<file path="src/rtl/counter_driver.sv">
`default_nettype none
// ============================================================================
// Module   : counter_driver
// Brief    : Host-side initiator sequencing init/start/read strobes for the
//            counter accelerator; optional stats via COUNTER_DRIVER_STATS_EN.
// Revision : 1.0
// ============================================================================
module counter_driver #(
    parameter int xLen      = 64,
    parameter int PULSE_LEN = 2,
    parameter int TIMEOUT   = 16
) (
    input  logic            clk,
    input  logic            reset,
    input  logic            cmd_valid,
    output logic            cmd_ready,
    input  logic [1:0]      cmd_op,
    input  logic [xLen-1:0] cmd_data,
    output logic            resp_valid,
    input  logic            resp_ready,
    output logic [xLen-1:0] resp_data,
    output logic            resp_err,
    output logic            busy,
    output logic            ctr_init,
    output logic [xLen-1:0] ctr_init_val,
    output logic            ctr_start,
    output logic            ctr_return_current_count,
    input  logic [xLen-1:0] ctr_current_count,
    input  logic            ctr_count_valid
`ifdef COUNTER_DRIVER_STATS_EN
    ,
    output logic [15:0]     stat_reads,
    output logic [15:0]     stat_timeouts
`endif
);

    typedef enum logic [1:0] {
        S_IDLE   = 2'd0,
        S_STROBE = 2'd1,
        S_WAIT   = 2'd2,
        S_RESP   = 2'd3
    } state_e;

    localparam logic [1:0] c_OP_INIT   = 2'b00;
    localparam logic [1:0] c_OP_START  = 2'b01;
    localparam logic [1:0] c_OP_READ   = 2'b10;
    localparam logic [3:0] c_PULSE_LAST = 4'(PULSE_LEN - 1);
    localparam logic [7:0] c_TIMER_LAST = 8'(TIMEOUT - 1);

    state_e          state_q, state_d;
    logic [1:0]      op_q, op_d;
    logic            started_q, started_d;
    logic [3:0]      pulse_q, pulse_d;
    logic [7:0]      timer_q, timer_d;
    logic            cv_q;
    logic [xLen-1:0] init_val_q, init_val_d;
    logic [xLen-1:0] resp_data_q, resp_data_d;
    logic            resp_err_q, resp_err_d;

    logic w_accept;
    logic w_reject;
    logic w_cv_rise;
    logic w_read_ok;
    logic w_read_to;

    assign w_accept  = cmd_valid && (state_q == S_IDLE);
    assign w_reject  = (cmd_op == 2'b11)
                    || ((cmd_op == c_OP_INIT || cmd_op == c_OP_START) && started_q)
                    || ((cmd_op == c_OP_READ) && !started_q);
    // cv_q tracks the input every cycle, so a level already high on WAIT entry is not an edge
    assign w_cv_rise = ctr_count_valid && !cv_q;
    assign w_read_ok = (state_q == S_WAIT) && w_cv_rise;
    assign w_read_to = (state_q == S_WAIT) && !w_cv_rise && (timer_q == c_TIMER_LAST);

    always_ff @(posedge clk) begin
        if (reset) begin
            state_q     <= S_IDLE;
            op_q        <= 2'b00;
            started_q   <= 1'b0;
            pulse_q     <= 4'd0;
            timer_q     <= 8'd0;
            cv_q        <= 1'b0;
            init_val_q  <= '0;
            resp_data_q <= '0;
            resp_err_q  <= 1'b0;
        end else begin
            state_q     <= state_d;
            op_q        <= op_d;
            started_q   <= started_d;
            pulse_q     <= pulse_d;
            timer_q     <= timer_d;
            cv_q        <= ctr_count_valid;
            init_val_q  <= init_val_d;
            resp_data_q <= resp_data_d;
            resp_err_q  <= resp_err_d;
        end
    end

    always_comb begin
        state_d     = state_q;
        op_d        = op_q;
        started_d   = started_q;
        pulse_d     = pulse_q;
        timer_d     = timer_q;
        init_val_d  = init_val_q;
        resp_data_d = resp_data_q;
        resp_err_d  = resp_err_q;
        case (state_q)
            S_IDLE: begin
                if (w_accept) begin
                    op_d    = cmd_op;
                    pulse_d = 4'd0;
                    timer_d = 8'd0;
                    if (w_reject) begin
                        state_d     = S_RESP;
                        resp_err_d  = 1'b1;
                        resp_data_d = '0;
                    end else begin
                        state_d     = S_STROBE;
                        resp_err_d  = 1'b0;
                        resp_data_d = (cmd_op == c_OP_INIT) ? cmd_data : '0;
                        if (cmd_op == c_OP_INIT) begin
                            init_val_d = cmd_data;
                        end
                    end
                end
            end
            S_STROBE: begin
                if (op_q == c_OP_READ) begin
                    state_d = S_WAIT;
                    timer_d = 8'd0;
                end else if (pulse_q == c_PULSE_LAST) begin
                    state_d = S_RESP;
                    if (op_q == c_OP_START) begin
                        started_d = 1'b1;
                    end
                end else begin
                    pulse_d = pulse_q + 4'd1;
                end
            end
            S_WAIT: begin
                if (w_read_ok) begin
                    state_d     = S_RESP;
                    resp_data_d = ctr_current_count;
                    resp_err_d  = 1'b0;
                end else if (w_read_to) begin
                    state_d     = S_RESP;
                    resp_data_d = '0;
                    resp_err_d  = 1'b1;
                end else begin
                    timer_d = timer_q + 8'd1;
                end
            end
            S_RESP: begin
                if (resp_ready) begin
                    state_d = S_IDLE;
                end
            end
            default: state_d = S_IDLE;
        endcase
    end

    assign cmd_ready                = (state_q == S_IDLE);
    assign busy                     = (state_q != S_IDLE);
    assign resp_valid               = (state_q == S_RESP);
    assign resp_data                = resp_data_q;
    assign resp_err                 = resp_err_q;
    assign ctr_init_val             = init_val_q;
    assign ctr_init                 = (state_q == S_STROBE) && (op_q == c_OP_INIT);
    assign ctr_start                = (state_q == S_STROBE) && (op_q == c_OP_START);
    assign ctr_return_current_count = (state_q == S_STROBE) && (op_q == c_OP_READ);

`ifdef COUNTER_DRIVER_STATS_EN
    logic [15:0] stat_reads_q;
    logic [15:0] stat_timeouts_q;

    always_ff @(posedge clk) begin
        if (reset) begin
            stat_reads_q    <= 16'd0;
            stat_timeouts_q <= 16'd0;
        end else begin
            if (w_read_ok && (stat_reads_q != 16'hFFFF)) begin
                stat_reads_q <= stat_reads_q + 16'd1;
            end
            if (w_read_to && (stat_timeouts_q != 16'hFFFF)) begin
                stat_timeouts_q <= stat_timeouts_q + 16'd1;
            end
        end
    end

    assign stat_reads    = stat_reads_q;
    assign stat_timeouts = stat_timeouts_q;
`endif

endmodule
`default_nettype wire
</file>
<file path="config.mk">
export PLATFORM = sky130hd
export DESIGN_NAME = counter_driver
export DESIGN_NICKNAME = d
export VERILOG_FILES = /design/src/rtl/counter_driver.sv
export SDC_FILE = /design/constraint.sdc
export NUM_CORES = 1
export LEC_CHECK = 0
export ABC_CLOCK_PERIOD_IN_PS = 4430
export CORE_ASPECT_RATIO = 0.9
export CORE_MARGIN = 8
export CORE_UTILIZATION = 40
export DETAILED_ROUTE_END_ITERATION = 10
export PLACE_DENSITY = 0.84
export SLEW_MARGIN = 20
export SYNTH_ARGS = -nofsm -noshare
export SYNTH_HDL_FRONTEND = slang
export SYNTH_SLANG_ARGS = --single-unit
</file>
<file path="constraint.sdc">
create_clock -name clk -period 4.43 [get_ports clk]
set_input_delay 0.6645 -clock clk [delete_from_list [all_inputs] [get_ports clk]]
set_output_delay 0.6645 -clock clk [all_outputs]
set_load 0.03 [all_outputs]
</file>
Word-level counts from Yosys, hierarchy flattened

Index checks and enable logic that the tools add are counted.

Bits in registers: 147
Input bits: 135
Output and inout port bits: 135
Logic and storage cells: 90

Add/sub/neg operators: 2
Eq/ne operators: 19
Muxes and demuxes: 28
Bitwise gates (word level): 2
Reduce and logical (&&, ||, !) cells: 30

Operators by type and width:

| operator                                              | number |
|---|---|
| two-way mux 64 bit                                    | 5 |
| one-hot mux 64 bit (2 select lines)                   | 1 |
| two-way mux 8 bit                                     | 4 |
| one-hot mux 8 bit (3 select lines)                    | 1 |
| AND reduction 4 bit                                   | 4 |
| two-way mux 2 bit                                     | 7 |
| two-way mux 4 bit                                     | 3 |
| equality test 2 bit, second input constant            | 5 |
| logical AND 1 bit                                     | 10 |
| inequality test 2 bit, second input constant          | 5 |
| adder 8 x 1 -> 8 bit, second input constant           | 1 |
| equality test 8 x 4 -> 1 bit, second input constant   | 1 |
| one-hot mux 2 bit (4 select lines)                    | 1 |
| one-hot mux 4 bit (2 select lines)                    | 1 |
| equality test 2 x 1 -> 1 bit, second input constant   | 3 |
| zero test 2 bit                                       | 3 |
| inequality test 3 bit, second input constant          | 2 |
| nonzero test 2 bit                                    | 3 |
| AND reduction 5 bit                                   | 1 |
| adder 4 x 1 -> 4 bit, second input constant           | 1 |
| equality test 4 x 1 -> 1 bit, second input constant   | 1 |
| two-way mux 1 bit                                     | 4 |
| inequality test 2 x 1 -> 1 bit, second input constant | 2 |
| zero test 1 bit                                       | 3 |
| other kinds (6)                                       | 9 |

Longest topological paths before layout

Gate-level depths: netlist of the first run.

Depth in word-level cells: 8
Mapped depth: 9
Mapped depth without buffers: 7

Worst setup path before layout of the first run

OpenSTA, ideal clock, no wires.

Path type: reg2out
Start: register state_q[1]
End: output port ctr_init
Arrival: 1.673 ns
Required time: 3.766 ns
Path slack: 2.092 ns
Cell stages (with the launch flop): 5
Buffers on the path: 1
Cell sequence: dfxtp_1 inv_1 ha_1 clkbuf_1 nor3b_1

Longest elaborated chain between the ends: 2

RTL lines:

| what                         | line | text |
|---|---|---|
| start, declared              | 50   | `state_e state_q, state_d;` |
| start signal, assigned       | 87   | `state_q <= state_d;` |
| equality test 2 x 1 -> 1 bit | 169  | `assign ctr_init = (state_q == S_STROBE) && (op_q == c_OP_INIT);` |
| logical AND 1 bit            | 169  |  |
| end, declared                | 24   | `output logic ctr_init,` |

Every way passes these cells.

Worst setup path after layout of the first run

Ends and elaborated chain as after synthesis.

==> results of run 1 <==
## state kept, by name, indices dropped and copies added (netlist names)
signal	flops
ctr_init_val	64
resp_data	64
timer_q	8
state_q	2
resp_err	1
op_q	2
cv_q	1
pulse_q	4
started_q	1
## stage by stage
step	instances	hold WS [ps]	utilization (%)
after floorplan	702	457.4	-
after global placement	1130	440.4	58.90
after detailed placement	1130	445.5	58.90
after CTS	1162	453.9	62.97
after global routing	1162	467.3	62.97
final	1162	452.9	62.97
## where the power goes
part,internal (uW),leakage (uW),switching [uW]
Clock,961,0.000297,570
Combinational,1060,0.00186,1620
Sequential,1570,0.00120,129
## worst paths after layout
path / start / to / slack [ps] / cells after the start
setup / recovery: state_q[1] / ctr_init / 1440 / 4
hold / removal: ctr_init_val[0] / ctr_init_val[0] / 450 / 2
setup reg to reg: state_q[0] / resp_data[30] / 1590 / 9
hold reg to reg: ctr_init_val[0] / ctr_init_val[0] / 450 / 2
## tightest hold or removal path, cell delays in order (launching register included)
cell	delay (ps)
dfxtp_1	310
nand2_1	50
a21oi_1	50
## per-layer routing
layer / routed length (microns) / GRT usage, %
met5: 0 / 0
met4: 549 / 8.489
met3: 2394 / 8.629
met2: 9709 / 33.25
met1: 8382 / 24.11
## kinds of logic after synthesis
| family | Yosys count | share of synthesized area [%] |
|---|---|---|
| AO/OA/AOI/OAI | 217 | 27.38 |
| XOR/XNOR | 5 | 0.6995 |
| adder cells (fa/ha/maj) | 9 | 1.799 |
| flip-flops | 147 | 47.01 |
| multiplexers | 6 | 0.9794 |
| AND/OR/NAND/NOR | 253 | 17.19 |
| buffers and inverters | 65 | 4.937 |
## layout by cell type, fill, tap and decap left out, drive strengths merged
cell,instances
nand3,7
o21bai,1
mux2i,5
a21o,1
clkdlybuf4s50,268
a21oi,70
or4,2
nand2b,3
clkbuf,20
nor2,80
a2111oi,2
nor3b,2
inv,10
xor2,5
clkinv,3
o21ai,8
dfxtp,147
and3,3
a22oi,66
nand3b,1
and3b,3
nand4b,2
a221oi,2
nand4,3
mux2,1
clkinvlp,3
nor4,3
buf,15
nand2,137
ha,9
and2,2
nor3,1
bufinv,4
a211oi,66
nor2b,4
a211o,1
## layout make-up
| type | instances | area (sq um) |
|---|---|---|
| repair buffers | 283 | 2811 |
| well taps | 202 | 252.7 |
| inverters | 8 | 30.03 |
| clock inverters | 12 | 178.9 |
| clock buffers | 20 | 446.7 |
| flip-flops and latches | 147 | 2943 |
| multi-input cells | 490 | 3027 |
| fillers | 1318 | 5698 |
==> run_results.csv, run 1 <==
group,metric,value,unit
flow_run,cap_violations,0,
yosys,synth_area_leader_cell,"dfxtp_1",
sta,skew,11.88,ps
cells_and_area,final_nets,1091,
global_routing,antenna_found_initial,0,
worst_hold_path,hp-class,"reg -> reg",
setup_path,cp_data_required_time,3770,ps
clocking,cts_resized,0,
yosys,ys_warn_count,0,
route,first_pass_iters,5,
route,dr.first_iter.drc_count,347,
setup_path,cp-end-kind,"primary output",
setup_path,cpPeakStageDelay,750,ps
setup_path,cp-start-kind,"flop",
route,routedWlPerCell,18.10,microns
global_routing,grt_max_degree,104,
yosys,async_reset_ff_share,0,%
floorplanning,rows,43,
yosys,avgSynthCellArea,8.917,sq um
sta,rsz0062_at_grt,"no",
cells_and_area,n_antenna_cell,0,
sta,fin_crit_sh,67.50,%
sta,relSlewSlack,37.23,%
yosys,synthCells,702,
cells_and_area,stdcell_area,9689,sq um
placement,pre_cts_slack,1271,ps
sta,min_period,2990,ps
sta,setup_slack,1440,ps
yosys,synth_area_leaders,"dfxtp_1 (47%), a211oi_2 (9.2%), nand2_1 (8.2%)",
route,vias_per_cell,5.201,
route,ant_nets,0,
cells_and_area,area_growth,54.79,%
clocking,numCtsBuffers,17,
clocking,htreeDepth,4,
clocking,clk_transition_reported_paths,60,ps
outcome,status,"finished, final reports clean",
route,routed_wirelength,21040,microns
route,drc,0,
yosys,synthFlopType,"dfxtp_1",
floorplanning,core_region_area,15390,sq um
global_routing,grt_overflow,0,
placement,port_buffers,269,
yosys,synth-seq-cells,147,
floorplanning,start_util,40.68,%
clocking,tritoncts,"yes",
floorplanning,die_height,134.7,microns
pwr,power,5905,uW
setup_path,worst-path-max-fanout,13,
yosys,yosysUniqueCellTypes,37,
yosys,synth_edf_count,0,
yosys,yosysTopAreaCellShare,47.01,%
clocking,clock-sinks,147,
cells_and_area,drive_gt1_share,10.42,%
setup_path,cpMaxStageDelayCell,"clkdlybuf4s50_1",
pwr,power.leakage,0.003360,uW
yosys,synth_fp_nets,846,
yosys,yosys-top-cells-count,"dfxtp_1 (147), nand2_1 (137), nor2_1 (80)",
global_routing,grt_pass1_wl,32930,microns
route,via_count,6044,
sta,max_freq,334.4,MHz
floorplanning,ios,270,
setup_path,path_delay_family,"buffers and inverters",
clocking,cts_root_buffer,"clkbuf_16",
yosys,ys_seq_area_share,47.01,%
yosys,syn_area,6260,sq um
floorplanning,dieWidth,147.9,microns
pwr,power.density,609.5,nW/um^2
clocking,postCtsSetupBuffers,0,
placement,dp_hpwl,15330,microns
clocking,hold_buffers,0,
sta,final_max_slew_viol_count,0,
pwr,ir_worst_vdd,0.0004023,V
setup_path,critical_path_class,"reg -> out",
global_routing,track_usage,20.74,%
setup_path,crit_chain,"inv_1, ha_1, nor3b_1, clkdlybuf4s50_1",
sta,fin_tns_setup,0,ps
sta,hold_violations,0,
floorplanning,dieArea,19910,sq um
sta,finalSetupViolations,0,
clocking,cts_buffer_depth,2,
placement,placed_cell_area,9064,sq um
placement,gp_congestion,0.8330,
setup_path,arrival,2330,ps
clocking,clock_latency,410,ps
setup_path,path_buf_inv,2,
yosys,yosysMostFrequentCell,"dfxtp_1",
sta,tightestPinTransition,938.5,ps
global_routing,grt_pass1_vias,6115,
(Power assumes the default switching activity.)
==> run 2: changes to the inputs <==
--- a/config.mk
+++ b/config.mk
@@ -5,10 +5,10 @@
 export SDC_FILE = /design/constraint.sdc
 export NUM_CORES = 1
 export LEC_CHECK = 0
-export ABC_CLOCK_PERIOD_IN_PS = 4430
+export ABC_CLOCK_PERIOD_IN_PS = 2730
 export CORE_ASPECT_RATIO = 0.9
 export CORE_MARGIN = 8
-export CORE_UTILIZATION = 40
+export CORE_UTILIZATION = 38
 export DETAILED_ROUTE_END_ITERATION = 10
 export PLACE_DENSITY = 0.84
 export SLEW_MARGIN = 20
==> constraint.sdc (replaced) <==
create_clock -name clk -period 2.73 [get_ports clk]
set_input_delay 0.4095 -clock clk [delete_from_list [all_inputs] [get_ports clk]]
set_output_delay 0.4095 -clock clk [all_outputs]
set_load 0.03 [all_outputs]
==> run_results.csv, run 2 (synthesis gave the netlist of run 1 again) <==
group,metric,value,unit
floorplanning,rows,44,
sta,final_max_slew_viol_count,0,
clocking,cts_root_buffer,"clkbuf_16",
floorplanning,dieWidth,151.3,microns
cells_and_area,n_antenna_cell,0,
clocking,htreeDepth,4,
floorplanning,die_height,137.8,microns
placement,dp_hpwl,15370,microns
route,vias_per_cell,5.201,
pwr,power,9455,uW
clocking,cts_buffer_depth,2,
global_routing,grt_max_degree,71,
cells_and_area,multi_input_comb_area,3027,sq um
setup_path,cp_data_required_time,2320,ps
floorplanning,dieArea,20840,sq um
sta,relSlewSlack,49.17,%
setup_path,worst-path-max-fanout,8,
sta,setup_slack,165.0,ps
floorplanning,ios,270,
cells_and_area,final_nets,1091,
worst_hold_path,hp-class,"in -> reg",
sta,max_freq,389.9,MHz
route,drc,0,
setup_path,cp-start-kind,"flop",
setup_path,arrival,2160,ps
floorplanning,core_region_area,16130,sq um
pwr,power.leakage,0.003374,uW
clocking,tritoncts,"yes",
cells_and_area,drive_gt1_share,10.52,%
clocking,clock-sinks,147,
sta,rsz0062_at_grt,"no",
flow_run,cap_violations,0,
route,via_count,6069,
pwr,pwr-share-comb,45.6,%
global_routing,track_usage,19.74,%
placement,gp_congestion,0.8229,
sta,hold_violations,0,
global_routing,antenna_found_initial,0,
route,routedWlPerCell,18.13,microns
pwr,p_seq_share,29.2,%
pwr,p_sw,3744,uW
sta,fin_crit_sh,93.95,%
global_routing,grt_pass1_wl,32110,microns
cells_and_area,nFillCells,1369,
setup_path,cp-end-kind,"primary output",
route,first_pass_iters,4,
placement,port_buffers,269,
pwr,power.density,975.1,nW/um^2
sta,finalSetupViolations,0,
sta,fin_tns_setup,0,ps
cells_and_area,area_growth,54.91,%
floorplanning,start_util,38.81,%
clocking,postCtsSetupBuffers,0,
sta,skew,8.727,ps
cells_and_area,layout_common_cells,"clkdlybuf4s50_1 (268), dfxtp_1 (147), nand2_1 (137)",
route,dr.first_iter.drc_count,254,
global_routing,grt_overflow,0,
outcome,status,"finished, final reports clean",
clocking,clk_transition_reported_paths,60,ps
clocking,cts_resized,0,
route,ant_nets,0,
pwr,ir_worst_vdd,0.0009039,V
route,routed_wirelength,21160,microns
clocking,numCtsBuffers,17,
pwr,internal_power,5711,uW
setup_path,critical_path_class,"reg -> out",
sta,tightestPinTransition,760.9,ps
cells_and_area,seq_area,2943,sq um
placement,pre_cts_slack,264.7,ps
pwr,power_switching_share,39.60,%
sta,min_period,2565,ps
cells_and_area,layout_commonest_cell,"clkdlybuf4s50_1",
pwr,clockPowerShare,25.2,%
global_routing,grt_pass1_vias,5965,
clocking,hold_buffers,0,
clocking,clock_latency,410,ps
run 2: critical path, stage by stage (launching register included):
cell and delay [ps]:
dfxtp_1 410, inv_1 130, ha_1 310, inv_1 190, clkdlybuf4s50_1 700
run 2: power groups by stage:
stage	combinational, uW	clock, uW	sequential (uW)
final	4310	2380	2760
after global routing	4650	2530	2810
after CTS	4340	2430	2760
after detailed placement	4320	0	2810
after global placement	4250	0	2790
after floorplan	2320	0	3460
run 2: final timing paths:
check                   start          endpoint  slack (ps)  depth (start not counted)
max                state_q[0]              busy         170                          4
min                     reset        timer_q[0]         440                          2
max reg2reg        state_q[0]     resp_data[18]         330                          6
min reg2reg  ctr_init_val[46]  ctr_init_val[46]         450                          2
run 2: through the flow:
stage / std cells / utilization (%) / area, sq um / hold slack [ps]
after global routing: 1167 / 60.11 / 9697 / 443.6
final: 1167 / 60.11 / 9697 / 437.1
after floorplan: 702 / - / 6260 / 457.4
after detailed placement: 1135 / 56.38 / 9095 / 446.5
after global placement: 1135 / 56.38 / 9095 / 440.4
after CTS: 1167 / 60.11 / 9697 / 422.0
run 2: area by class of cell:
| class | instances | share of cell area, % |
|---|---|---|
| Tap cell | 207 | 2.671 |
| Clock buffer | 19 | 4.568 |
| Multi-Input combinational cell | 490 | 31.21 |
| Inverter | 8 | 0.3097 |
| Timing Repair Buffer | 283 | 29.25 |
| Clock inverter | 13 | 1.639 |
| Sequential cell | 147 | 30.35 |
run 2: metal layers:
layer	vias up	share of wire, %	track usage (%)
met2	244	46	31.52
li1	2975	-	-
met4	0	1.5	5.821
met5	-	0	0
met1	2834	40	22.48
met3	16	13	10.41
==> run 3: changes to the inputs <==
--- a/config.mk
+++ b/config.mk
@@ -5,11 +5,13 @@
 export SDC_FILE = /design/constraint.sdc
 export NUM_CORES = 1
 export LEC_CHECK = 0
+export ABC_AREA = 0
 export ABC_CLOCK_PERIOD_IN_PS = 2730
 export CORE_ASPECT_RATIO = 0.9
 export CORE_MARGIN = 8
 export CORE_UTILIZATION = 38
 export DETAILED_ROUTE_END_ITERATION = 10
+export MAX_ROUTING_LAYER = met4
 export PLACE_DENSITY = 0.84
 export SLEW_MARGIN = 20
 export SYNTH_ARGS = -nofsm -noshare
==> run_results.csv, run 3 (synthesis gave the netlist of run 1 again) <==
group,metric,value,unit
sta,holdWs,441.3,ps
floorplanning,dieArea,20840,sq um
pwr,power,9447,uW
sta,relSlewSlack,48.14,%
placement,pre_cts_slack,264.7,ps
flow_run,cap_violations,0,
route,drc,0,
sta,fin_crit_sh,93.95,%
cells_and_area,nFillCells,1369,
cells_and_area,n_antenna_cell,0,
floorplanning,dieWidth,151.3,microns
setup_path,cp_data_required_time,2320,ps
setup_path,cp_common_cell,"inv_1",
pwr,power.density,974.3,nW/um^2
clocking,numCtsBuffers,17,
route,ant_nets,0,
cells_and_area,area_growth,54.91,%
floorplanning,die_height,137.8,microns
global_routing,grt_pass1_vias,6007,
route,vias_per_cell,5.223,
global_routing,grt_pass1_wl,31970,microns
placement,gp_congestion,0.8353,
cells_and_area,utilization,60.11,%
route,first_pass_iters,4,
floorplanning,core_region_area,16130,sq um
worst_hold_path,hp-class,"in -> reg",
setup_path,cp-start-kind,"flop",
global_routing,antenna_found_initial,0,
sta,finalSetupViolations,0,
sta,rsz0062_at_grt,"no",
cells_and_area,drive_gt1_share,10.52,%
pwr,power.leakage,0.003374,uW
setup_path,path_delay_family,"buffers and inverters",
sta,fin_tns_setup,0,ps
route,routed_wirelength,21220,microns
cells_and_area,layout_commonest_cell,"clkdlybuf4s50_1",
clocking,postCtsSetupBuffers,0,
global_routing,grt_max_degree,71,
clocking,cts_root_buffer,"clkbuf_16",
sta,min_period,2565,ps
setup_path,path_buf_inv,3,
clocking,clock_latency,410,ps
sta,max_freq,389.9,MHz
clocking,clk_transition_reported_paths,60,ps
clocking,cts_buffer_depth,2,
global_routing,track_usage,20.29,%
route,dr.first_iter.drc_count,264,
clocking,cts_resized,0,
clocking,htreeDepth,4,
cells_and_area,final_nets,1091,
cells_and_area,layout_common_cells,"clkdlybuf4s50_1 (268), dfxtp_1 (147), nand2_1 (137)",
floorplanning,ios,270,
floorplanning,start_util,38.81,%
sta,setup_slack,165.1,ps
setup_path,worst-path-max-fanout,8,
placement,port_buffers,269,
sta,final_max_slew_viol_count,0,
global_routing,grt_overflow,0,
clocking,clock-sinks,147,
sta,skew,9.496,ps
route,routedWlPerCell,18.19,microns
setup_path,critical_path_class,"reg -> out",
floorplanning,rows,44,
setup_path,cpPeakStageDelay,700,ps
setup_path,arrival,2160,ps
clocking,hold_buffers,0,
outcome,status,"finished, final reports clean",
setup_path,cpMaxStageDelayCell,"clkdlybuf4s50_1",
setup_path,crit_chain,"inv_1, ha_1, inv_1, clkdlybuf4s50_1",
pwr,ir_worst_vdd,0.0008999,V
clocking,tritoncts,"yes",
route,via_count,6095,
placement,dp_hpwl,15370,microns
setup_path,cp-end-kind,"primary output",
sta,hold_violations,0,
sta,tightestPinTransition,776.3,ps
-- run 3: cell counts in the layout (fill, tap and decap cells not counted) --
No cell type changed its count.
-- run 3: metal layers --
metal / part of all wire (%) / up-vias / GRT usage [%] / routed length [microns]
met2: 46 / 248 / 31.57 / 9831
met1: 41 / 2850 / 23.33 / 8683
met5: 0 / - / - / 0
met3: 11 / 23 / 8.473 / 2375
met4: 1.6 / 0 / 6.480 / 333
li1: - / 2974 / - / -
-- run 3: worst reg2reg max path: stages, from the launching register on --
cell and delay (ps):
dfxtp_1 350, inv_1 150, ha_1 370, and3b_2 590, buf_4 430, a22oi_1 150
a211oi_1 270
-- run 3: metrics by stage --
step	cells	area (sq um)
2_1_floorplan	702	6260
3_3_place_gp	1135	9095
3_5_place_dp	1135	9095
4_1_cts	1167	9697
5_1_grt	1167	9697
6_report	1167	9697
-- run 3: power breakdown --
group,internal (uW),switching [uW],total [uW]
clock network,1460,917,2380
registers,2550,212,2760
logic,1700,2610,4310
-- run 3: path summary, 6_finish.rpt --
path / from / end / cells past startpoint / slack [ps]
max reg2reg: state_q[0] / resp_data[18] / 6 / 330
max: state_q[0] / busy / 4 / 170
min reg2reg: ctr_init_val[46] / ctr_init_val[46] / 2 / 450
min: reset / timer_q[1] / 2 / 440
-- run 3: layout make-up --
cell class | count | area (sq um) | share of cell area, %
repair buffers | 283 | 2836 | 29.25
well taps | 207 | 259.0 | 2.671
inverters | 8 | 30.03 | 0.3097
clock inverters | 13 | 158.9 | 1.639
multi-input cells | 490 | 3027 | 31.21
flip-flops and latches | 147 | 2943 | 30.35
clock buffers | 19 | 442.9 | 4.568
